`src/rtl/axi_rw_arbiter_if.sv`:
```
`default_nettype none
// ============================================================================
// Module   : axi_rw_arbiter_if
// Brief    : Requester-side and axi_rw-side signal bundle for axi_rw_arbiter.
//            slave = arbiter view, master = surrounding requesters/axi_rw view.
// Revision : 1.0
// ============================================================================
interface axi_rw_arbiter_if #(
  parameter int RW_DATA_WIDTH = 64,
  parameter int RW_ADDR_WIDTH = 64
);
  logic                     if_valid_i;
  logic                     if_ready_o;
  logic [RW_ADDR_WIDTH-1:0] if_addr_i;
  logic [1:0]               if_size_i;
  logic [RW_DATA_WIDTH-1:0] if_rdata_o;
  logic [1:0]               if_resp_o;

  logic                     mem_valid_i;
  logic                     mem_ready_o;
  logic                     mem_req_i;
  logic [RW_ADDR_WIDTH-1:0] mem_addr_i;
  logic [1:0]               mem_size_i;
  logic [RW_DATA_WIDTH-1:0] mem_wdata_i;
  logic [7:0]               mem_strb_i;
  logic [RW_DATA_WIDTH-1:0] mem_rdata_o;
  logic [1:0]               mem_resp_o;

  logic                     rw_valid_o;
  logic                     rw_ready_i;
  logic                     rw_req_o;
  logic [RW_ADDR_WIDTH-1:0] rw_addr_o;
  logic [1:0]               rw_size_o;
  logic [RW_DATA_WIDTH-1:0] data_write_o;
  logic [7:0]               strb_mask_o;
  logic [RW_DATA_WIDTH-1:0] data_read_i;
  logic [1:0]               rw_resp_i;
  logic                     axi_sig_mem_o;

  modport slave (
    input  if_valid_i, if_addr_i, if_size_i,
    output if_ready_o, if_rdata_o, if_resp_o,
    input  mem_valid_i, mem_req_i, mem_addr_i, mem_size_i, mem_wdata_i, mem_strb_i,
    output mem_ready_o, mem_rdata_o, mem_resp_o,
    output rw_valid_o, rw_req_o, rw_addr_o, rw_size_o, data_write_o, strb_mask_o,
    output axi_sig_mem_o,
    input  rw_ready_i, data_read_i, rw_resp_i
  );

  modport master (
    output if_valid_i, if_addr_i, if_size_i,
    input  if_ready_o, if_rdata_o, if_resp_o,
    output mem_valid_i, mem_req_i, mem_addr_i, mem_size_i, mem_wdata_i, mem_strb_i,
    input  mem_ready_o, mem_rdata_o, mem_resp_o,
    input  rw_valid_o, rw_req_o, rw_addr_o, rw_size_o, data_write_o, strb_mask_o,
    input  axi_sig_mem_o,
    output rw_ready_i, data_read_i, rw_resp_i
  );
endinterface
`default_nettype wire

```
`src/rtl/axi_rw_arbiter.sv`:
```
`default_nettype none
// ============================================================================
// Module   : axi_rw_arbiter
// Brief    : Shares the axi_rw master port between IF (read-only) and MEM.
//            Define ARB_RR_EN for round-robin; otherwise MEM has fixed priority.
// Revision : 1.0
// ============================================================================
module axi_rw_arbiter #(
  parameter int RW_DATA_WIDTH = 64,
  parameter int RW_ADDR_WIDTH = 64
) (
  input wire               clock,
  input wire               reset,
  axi_rw_arbiter_if.slave  bus
);

  localparam logic c_REQ_READ = 1'b0;

  typedef enum logic [1:0] {
    IDLE     = 2'd0,
    BUSY_IF  = 2'd1,
    BUSY_MEM = 2'd2
  } state_t;

  state_t                   r_state;
  logic                     r_req;
  logic [RW_ADDR_WIDTH-1:0] r_addr;
  logic [1:0]               r_size;
  logic [RW_DATA_WIDTH-1:0] r_wdata;
  logic [7:0]               r_strb;
  logic                     r_sig_mem;
  logic                     w_grant_mem;
  logic                     w_busy;

`ifdef ARB_RR_EN
  logic r_last_mem;

  // On conflict the side not granted last wins; a lone requester always wins.
  always_comb w_grant_mem = bus.mem_valid_i & (~bus.if_valid_i | ~r_last_mem);

  always_ff @(posedge clock or posedge reset) begin
    if (reset) begin
      r_last_mem <= 1'b0;
    end else if (r_state == IDLE && (bus.mem_valid_i || bus.if_valid_i)) begin
      r_last_mem <= w_grant_mem;
    end
  end
`else
  always_comb w_grant_mem = bus.mem_valid_i;
`endif

  always_ff @(posedge clock or posedge reset) begin
    if (reset) begin
      r_state   <= IDLE;
      r_req     <= 1'b0;
      r_addr    <= '0;
      r_size    <= 2'd0;
      r_wdata   <= '0;
      r_strb    <= 8'd0;
      r_sig_mem <= 1'b0;
    end else begin
      case (r_state)
        IDLE: begin
          if (w_grant_mem) begin
            r_state   <= BUSY_MEM;
            r_req     <= bus.mem_req_i;
            r_addr    <= bus.mem_addr_i;
            r_size    <= bus.mem_size_i;
            r_wdata   <= bus.mem_wdata_i;
            r_strb    <= bus.mem_strb_i;
            r_sig_mem <= 1'b1;
          end else if (bus.if_valid_i) begin
            r_state   <= BUSY_IF;
            r_req     <= c_REQ_READ;
            r_addr    <= bus.if_addr_i;
            r_size    <= bus.if_size_i;
            r_wdata   <= '0;
            r_strb    <= 8'd0;
            r_sig_mem <= 1'b0;
          end
        end
        BUSY_IF, BUSY_MEM: begin
          if (bus.rw_ready_i) begin
            r_state   <= IDLE;
            r_sig_mem <= 1'b0;
          end
        end
        default: r_state <= IDLE;
      endcase
    end
  end

  assign w_busy = (r_state != IDLE);

  // Valid drops in the ready cycle so axi_rw never sees a relaunch.
  assign bus.rw_valid_o    = w_busy & ~bus.rw_ready_i;
  assign bus.rw_req_o      = r_req;
  assign bus.rw_addr_o     = r_addr;
  assign bus.rw_size_o     = r_size;
  assign bus.data_write_o  = r_wdata;
  assign bus.strb_mask_o   = r_strb;
  assign bus.axi_sig_mem_o = r_sig_mem;

  assign bus.if_ready_o  = (r_state == BUSY_IF)  & bus.rw_ready_i;
  assign bus.mem_ready_o = (r_state == BUSY_MEM) & bus.rw_ready_i;
  assign bus.if_rdata_o  = bus.data_read_i;
  assign bus.if_resp_o   = bus.rw_resp_i;
  assign bus.mem_rdata_o = bus.data_read_i;
  assign bus.mem_resp_o  = bus.rw_resp_i;

endmodule
`default_nettype wire

```
`src/flat_wrapper.sv`:
```
// flat-port wrapper written by rule: the top's interface ports become plain ports
module axi_rw_arbiter_flat 
#(
  parameter int RW_DATA_WIDTH = 64,
  parameter int RW_ADDR_WIDTH = 64
)
  (clock, reset, bus_if_valid_i, bus_if_addr_i, bus_if_size_i, bus_if_ready_o, bus_if_rdata_o, bus_if_resp_o, bus_mem_valid_i, bus_mem_req_i, bus_mem_addr_i, bus_mem_size_i, bus_mem_wdata_i, bus_mem_strb_i, bus_mem_ready_o, bus_mem_rdata_o, bus_mem_resp_o, bus_rw_valid_o, bus_rw_req_o, bus_rw_addr_o, bus_rw_size_o, bus_data_write_o, bus_strb_mask_o, bus_axi_sig_mem_o, bus_rw_ready_i, bus_data_read_i, bus_rw_resp_i);
  axi_rw_arbiter_if #(.RW_DATA_WIDTH(RW_DATA_WIDTH), .RW_ADDR_WIDTH(RW_ADDR_WIDTH)) bus_i ();
  input wire clock;
  input wire reset;
  input wire logic [$bits(bus_i.if_valid_i)-1:0] bus_if_valid_i;
  input wire logic [$bits(bus_i.if_addr_i)-1:0] bus_if_addr_i;
  input wire logic [$bits(bus_i.if_size_i)-1:0] bus_if_size_i;
  output wire logic [$bits(bus_i.if_ready_o)-1:0] bus_if_ready_o;
  output wire logic [$bits(bus_i.if_rdata_o)-1:0] bus_if_rdata_o;
  output wire logic [$bits(bus_i.if_resp_o)-1:0] bus_if_resp_o;
  input wire logic [$bits(bus_i.mem_valid_i)-1:0] bus_mem_valid_i;
  input wire logic [$bits(bus_i.mem_req_i)-1:0] bus_mem_req_i;
  input wire logic [$bits(bus_i.mem_addr_i)-1:0] bus_mem_addr_i;
  input wire logic [$bits(bus_i.mem_size_i)-1:0] bus_mem_size_i;
  input wire logic [$bits(bus_i.mem_wdata_i)-1:0] bus_mem_wdata_i;
  input wire logic [$bits(bus_i.mem_strb_i)-1:0] bus_mem_strb_i;
  output wire logic [$bits(bus_i.mem_ready_o)-1:0] bus_mem_ready_o;
  output wire logic [$bits(bus_i.mem_rdata_o)-1:0] bus_mem_rdata_o;
  output wire logic [$bits(bus_i.mem_resp_o)-1:0] bus_mem_resp_o;
  output wire logic [$bits(bus_i.rw_valid_o)-1:0] bus_rw_valid_o;
  output wire logic [$bits(bus_i.rw_req_o)-1:0] bus_rw_req_o;
  output wire logic [$bits(bus_i.rw_addr_o)-1:0] bus_rw_addr_o;
  output wire logic [$bits(bus_i.rw_size_o)-1:0] bus_rw_size_o;
  output wire logic [$bits(bus_i.data_write_o)-1:0] bus_data_write_o;
  output wire logic [$bits(bus_i.strb_mask_o)-1:0] bus_strb_mask_o;
  output wire logic [$bits(bus_i.axi_sig_mem_o)-1:0] bus_axi_sig_mem_o;
  input wire logic [$bits(bus_i.rw_ready_i)-1:0] bus_rw_ready_i;
  input wire logic [$bits(bus_i.data_read_i)-1:0] bus_data_read_i;
  input wire logic [$bits(bus_i.rw_resp_i)-1:0] bus_rw_resp_i;
  assign bus_i.if_valid_i = bus_if_valid_i;
  assign bus_i.if_addr_i = bus_if_addr_i;
  assign bus_i.if_size_i = bus_if_size_i;
  assign bus_if_ready_o = bus_i.if_ready_o;
  assign bus_if_rdata_o = bus_i.if_rdata_o;
  assign bus_if_resp_o = bus_i.if_resp_o;
  assign bus_i.mem_valid_i = bus_mem_valid_i;
  assign bus_i.mem_req_i = bus_mem_req_i;
  assign bus_i.mem_addr_i = bus_mem_addr_i;
  assign bus_i.mem_size_i = bus_mem_size_i;
  assign bus_i.mem_wdata_i = bus_mem_wdata_i;
  assign bus_i.mem_strb_i = bus_mem_strb_i;
  assign bus_mem_ready_o = bus_i.mem_ready_o;
  assign bus_mem_rdata_o = bus_i.mem_rdata_o;
  assign bus_mem_resp_o = bus_i.mem_resp_o;
  assign bus_rw_valid_o = bus_i.rw_valid_o;
  assign bus_rw_req_o = bus_i.rw_req_o;
  assign bus_rw_addr_o = bus_i.rw_addr_o;
  assign bus_rw_size_o = bus_i.rw_size_o;
  assign bus_data_write_o = bus_i.data_write_o;
  assign bus_strb_mask_o = bus_i.strb_mask_o;
  assign bus_axi_sig_mem_o = bus_i.axi_sig_mem_o;
  assign bus_i.rw_ready_i = bus_rw_ready_i;
  assign bus_i.data_read_i = bus_data_read_i;
  assign bus_i.rw_resp_i = bus_rw_resp_i;
  axi_rw_arbiter #(.RW_DATA_WIDTH(RW_DATA_WIDTH), .RW_ADDR_WIDTH(RW_ADDR_WIDTH)) u_core (.clock(clock), .reset(reset), .bus(bus_i));
endmodule
```
`config.mk`:
```
export PLATFORM = sky130hd
export DESIGN_NAME = axi_rw_arbiter_flat
export DESIGN_NICKNAME = d
export VERILOG_FILES = /design/src/rtl/axi_rw_arbiter_if.sv /design/src/rtl/axi_rw_arbiter.sv /design/src/flat_wrapper.sv
export SDC_FILE = /design/constraint.sdc
export NUM_CORES = 1
export LEC_CHECK = 0
export BUFFER_PORTS_ARGS = -buffer_cell sky130_fd_sc_hd__buf_4
export CORE_AREA = 10 10 203 205
export CTS_CLUSTER_SIZE = 14
export DETAILED_ROUTE_END_ITERATION = 6
export DIE_AREA = 0 0 213 215
export GPL_TIMING_DRIVEN = 0
export PLACE_DENSITY = 0.44
export SYNTH_ARGS = -nofsm -noshare
export SYNTH_HDL_FRONTEND = slang
export SYNTH_SLANG_ARGS = --single-unit
```
`constraint.sdc`:
```
create_clock -name clock -period 5.5 [get_ports clock]
set_input_delay 1.1 -clock clock [delete_from_list [all_inputs] [get_ports clock]]
set_output_delay 1.1 -clock clock [all_outputs]
set_load 0.01 [all_outputs]
```
# After elaboration in Yosys (flattened, before gate mapping)
# Index checks and enable logic that the tools add are counted.
[op_classes]
addsub = 0
n_mul = 0
n_div = 0
magnitude_cmp = 0
n_eq_ne = 4
shift = 0
n_mux = 17
bitwise = 4
reduce_logical = 8
[op_table]
columns = ["operator", "n"]
rows = [
  ["64-bit two-way mux", 4],
  ["8-bit two-way mux", 2],
  ["2-bit two-way mux", 5],
  ["2-bit nonzero test", 3],
  ["1-bit two-way mux", 4],
  ["2-bit one-hot mux with 2 select lines", 1],
  ["2-bit AND reduction", 2],
  ["1-bit bitwise AND", 3],
  ["3-bit != test (second input constant)", 1],
  ["3-bit AND reduction", 1],
  ["2-bit by 1-bit == test with 1-bit output (second input constant)", 1],
  ["2-bit == test (second input constant)", 1],
  ["2-bit zero test", 1],
  ["2-bit != test (second input constant)", 1],
  ["1-bit one-hot mux with 2 select lines", 1],
  ["2-bit OR reduction", 1],
  ["1-bit NOT", 1],
]
[word_totals]
register_bits = 142
latchBits = 0
ramBits = 0
mem_bits_ro = 0
elab_cells = 40
memories = 0

# Longest topological paths before layout
[depth]
ltp_word = 4
depth_mapped = 8
mapped_depth_nobuf = 5

# Worst setup path before layout
# No wires, ideal clock.
[synth_path]
kind = "input -> output"
startpoint = "input bus_rw_ready_i"
endpoint = "output bus_if_ready_o"
t_arrival_ns = 1.265
path_slack_ns = 3.135
path_stages = 1
n_path_buf = 0
cell_sequence = "and2_1"
[synth_via]
elab_chain_cells = 1
[synth_rtl]
columns = ["element", "line", "source"]
rows = [
  ["start: declaration", "flat_wrapper.sv:33", "input wire logic [$bits(bus_i.rw_ready_i)-1:0] bus_rw_ready_i;"],
  ["1-bit bitwise AND", "axi_rw_arbiter.sv:104", "assign bus.if_ready_o = (r_state == BUSY_IF) & bus.rw_ready_i;"],
  ["end: declaration", "flat_wrapper.sv:14", "output wire logic [$bits(bus_i.if_ready_o)-1:0] bus_if_ready_o;"],
]
# Every way passes these cells.

# Final worst setup path
# Same ends and word-level chain as after synthesis.

==> implementation parameters <==
Parameter                              Value

Critical path
  Cell depth of the worst flop-to-flop path    5
  Top fanout value on the critical path    5
  Worst reg2reg path startpoint    u_core.r_state[0]$_DFFE_PP0P_
  FF-to-FF End    u_core.bus.rw_addr_o[21]$_DFFE_PP0P_
  R2r setup slk    3.58 ns
  Critical path start-end classification    input port to output port
  Required time reported for the critical path endpoint    4.40 ns
  Launching element type of the critical path    input port
  Arrival time at the worst endpoint    approximately 1.5 ns
  CP endpoint kind    output port

Clocking
  Cell chosen for the clock root    sky130_fd_sc_hd__clkbuf_16
  Post-CTS sizing    0
  Clock net sink count    142
  Maximum clock path buffer count    2
  CTS H-tree lvls    4
  Cts bufs inserted    17
  Hold_buf cts    0
  Clock-pin slew reported for the worst setup and hold paths after clock tree synthesis    0.06 ns
  Number of setup buffers added after CTS    0
  Worst-Skew Late Latency    ~0.43 ns
  CTS tree    yes

STA
  Ratio of final minimum period to clock period    between 40% and 50%
  Post-layout min period    2.62 ns
  Rel. slew slack    50.8%
  Min setup slack post-route    2.88 ns
  Setup repair after global routing missed its margin    false
  Final-report hold violation count    0
  Final max-slew violation count    0
  Number of setup violations in the final report    0
  Highest clock frequency the design can meet    382 MHz
  Worst-Margin Slew    0.738 ns
  Worst hold slack    0.480 ns
  Worst-case clock skew    approximately 0.0088 ns

Floorplanning
  Floorplan row count    just over 70
  Horizontal die dimension    approximately 210 microns
  Vert. Die Dim    ~220 microns
  Die Outline Area    0.0458 sq mm
  I/O pin count    between 500 and 600
  Area of the core region    0.0372 sq mm
  Starting density of the core    18.4%

Worst hold path
  Hold WC Path Type    flip-flop to flip-flop
  End point of the most critical hold path    u_core.bus.rw_addr_o[19]$_DFFE_PP0P_
  Worst Hold Depth    2
  Origin of the worst min-delay path    u_core.bus.rw_addr_o[19]$_DFFE_PP0P_

Detailed routing
  Detailed route wirelength on metal3    3450 microns
  Remaining routing DRC violations    0
  Post-DRT Antenna Nets    0
  Vias per inst    3.88
  Total Routed Length    32700 microns
  Number of DRC markers after the initial detailed-route iteration    181
  WL met2    about 17000 microns
  Uppermost routed layer    met4
  Drt pass-1 iters    4
  Via count of the routed design    6206
  DR WL/cell    20.4 microns
  Metal-1 WL    12300 microns

Logic synthesis
  Area share of the leading cell type in the synthesized netlist    52.0%
  Area leader, netlist    sky130_fd_sc_hd__dfrtp_1
  Synth Flop Type    sky130_fd_sc_hd__dfrtp_1
  Post-synthesis async set-or-reset flop share    100%
  Net count after synthesis    888
  Post-synthesis register bit count    142
  YS warnings    0
  Post-synthesis instance total    608
  Sequential area share after synthesis    roughly half
  Synthesized cell area    0.00684 sq mm
  Average instance area after synthesis    around 11 sq um
  Most area-consuming cells after synthesis    sky130_fd_sc_hd__dfrtp_1 (52%), sky130_fd_sc_hd__buf_4 (15%), sky130_fd_sc_hd__mux2i_1 (10%)
  Post-synth cell types    21
  Top cell types by occurrence after synthesis    sky130_fd_sc_hd__dfrtp_1 (142), sky130_fd_sc_hd__buf_4 (134), sky130_fd_sc_hd__a22o_1 (73), sky130_fd_sc_hd__mux2i_1 (68), sky130_fd_sc_hd__nand2_1 (68)
  Most common cell in the synthesized netlist    sky130_fd_sc_hd__dfrtp_1
  Number of flops mapped to enable cells by yosys    0

Power and ir drop
  Worst IR Drop VDD    between 200 and 250 uV
  Leakage power    6.19 nW
  PwrDens    466 mW/mm^2

Global route
  Vias in the first global route    6914
  Overall track demand over capacity in global routing    13.6%
  Largest net degree at the start of global routing    81
  Antenna violations before repair    0
  Remaining global-route overflow    0
  Wire length of the first global-routing pass    between 40000 and 50000 microns

Placed design
  Cell Area, Placed    about 0.011 sq mm
  Routability congestion estimate    0.721
  Placed insts    1566
  Buffers on Ports    483
  Half-perimeter wire length after detailed placement    26700 microns
  Worst setup slack after placement    around 2.6 ns

Cells and area
  Number of non-filler instances in the completed layout    ~1600
  Non-Filler Cell Area, Final    0.0117 sq mm
  Area delta synth->final    70.9%
  Post-route core utilization    31.4%
  Total area of sequential cells    0.00355 sq mm
  Total area of multi-input combinational cells    0.00205 sq mm
  Fraction of final layout cells with drive strength greater than 1    60.5%
  Number of diodes added for antenna fixing    0
  Net total in the final layout    1391
  FILL cells    approximately 3900

Job
  Maxcap violations    0

Status
  Run status    finished clean
final cells by class:
cell class	instances	share of cell area, %
well taps	474	5.08
flip-flops and latches	142	30.4
plain buffers	170	10.5
inverters	3	0.161
clock inverters	14	1.37
multi-input cells	293	17.5
repair buffers	484	31.3
clock buffers	18	3.67
report_power, final:
part	leakage, nW	internal, mW	switching, mW
clock network	0.279	0.678	0.512
logic	4.13	1.22	1.25
registers	1.78	1.52	0.261
critical path, cell delays in order:
cell and delay [ns]:
sky130_fd_sc_hd__buf_4 0.12, sky130_fd_sc_hd__and2_1 0.15, sky130_fd_sc_hd__buf_4 0.14
per-stage QoR:
| stage | TNS, ns | power, mW |
|---|---|---|
| floorplan | 0 | 2.90 |
| global placement | -241.70 | 4.33 |
| detailed placement | 0 | 4.35 |
| CTS | 0 | 5.57 |
| global route | 0 | 5.84 |
| finish | 0 | 5.44 |
logic make-up after synthesis:
family	count (synthesis)	share of synthesized area [%]
compound gates	144	14.8
fa+ha+maj	4	0.732
buf+inv	173	18.0
flops	142	52.0
mux	68	9.96
simple gates	77	4.50
state kept, by name, indices dropped and copies added (netlist names):
name and flops:
u_core.bus.axi_sig_mem_o 1, u_core.r_state 2, u_core.bus.rw_addr_o 64, u_core.bus.rw_size_o 2
u_core.bus.strb_mask_o 8, u_core.bus.data_write_o 64, u_core.bus.rw_req_o 1
layer usage:
layer | GRT usage [%] | up-vias
met5 | 0 | -
li1 | - | 2988
met2 | 24.2 | 307
met4 | 2.88 | 0
met1 | 14.5 | 2900
met3 | 5.75 | 11
how the worst max path moves through the flow:
stage                                             start                                   end  slack (ns)  cells past startpoint
final                                    bus_rw_ready_i                        bus_if_ready_o        2.88                      3
after global routing      u_core.r_state[1]$_DFFE_PP0P_                        bus_rw_valid_o        2.84                      4
after CTS                                bus_rw_ready_i                        bus_if_ready_o        2.87                      3
after detailed placement                bus_mem_valid_i  u_core.bus.rw_addr_o[21]$_DFFE_PP0P_        2.63                      4
after global placement                            reset  u_core.bus.rw_addr_o[35]$_DFFE_PP0P_       -1.72                      2
after floorplan                                   reset  u_core.bus.axi_sig_mem_o$_DFFE_PP0P_        0.59                      1
cell usage in the layout, fill, tap and decap left out:
cell type	netlist	routed
sky130_fd_sc_hd__nand3_1	1	1
sky130_fd_sc_hd__o21ai_1	46	46
sky130_fd_sc_hd__o22ai_1	1	1
sky130_fd_sc_hd__and2_1	3	3
sky130_fd_sc_hd__bufinv_16	0	2
sky130_fd_sc_hd__mux2i_1	68	68
sky130_fd_sc_hd__and3b_1	1	1
sky130_fd_sc_hd__a31oi_1	1	1
sky130_fd_sc_hd__clkinvlp_4	0	3
sky130_fd_sc_hd__clkbuf_16	0	17
sky130_fd_sc_hd__nand2b_1	2	2
sky130_fd_sc_hd__buf_4	134	617
sky130_fd_sc_hd__dfrtp_1	142	142
sky130_fd_sc_hd__o211ai_1	1	1
sky130_fd_sc_hd__buf_16	0	1
sky130_fd_sc_hd__buf_2	22	22
sky130_fd_sc_hd__clkbuf_1	7	8
sky130_fd_sc_hd__inv_8	0	2
sky130_fd_sc_hd__clkinv_4	0	4
sky130_fd_sc_hd__clkinv_2	0	1
sky130_fd_sc_hd__inv_1	3	2
sky130_fd_sc_hd__a22o_1	73	73
sky130_fd_sc_hd__nand2_1	68	68
sky130_fd_sc_hd__inv_6	0	3
sky130_fd_sc_hd__nor2_1	2	2
sky130_fd_sc_hd__o21ai_4	1	1
sky130_fd_sc_hd__o21ai_0	21	21
sky130_fd_sc_hd__buf_6	7	7
sky130_fd_sc_hd__ha_1	4	4
Note: power is estimated with default switching activity, not from simulation.
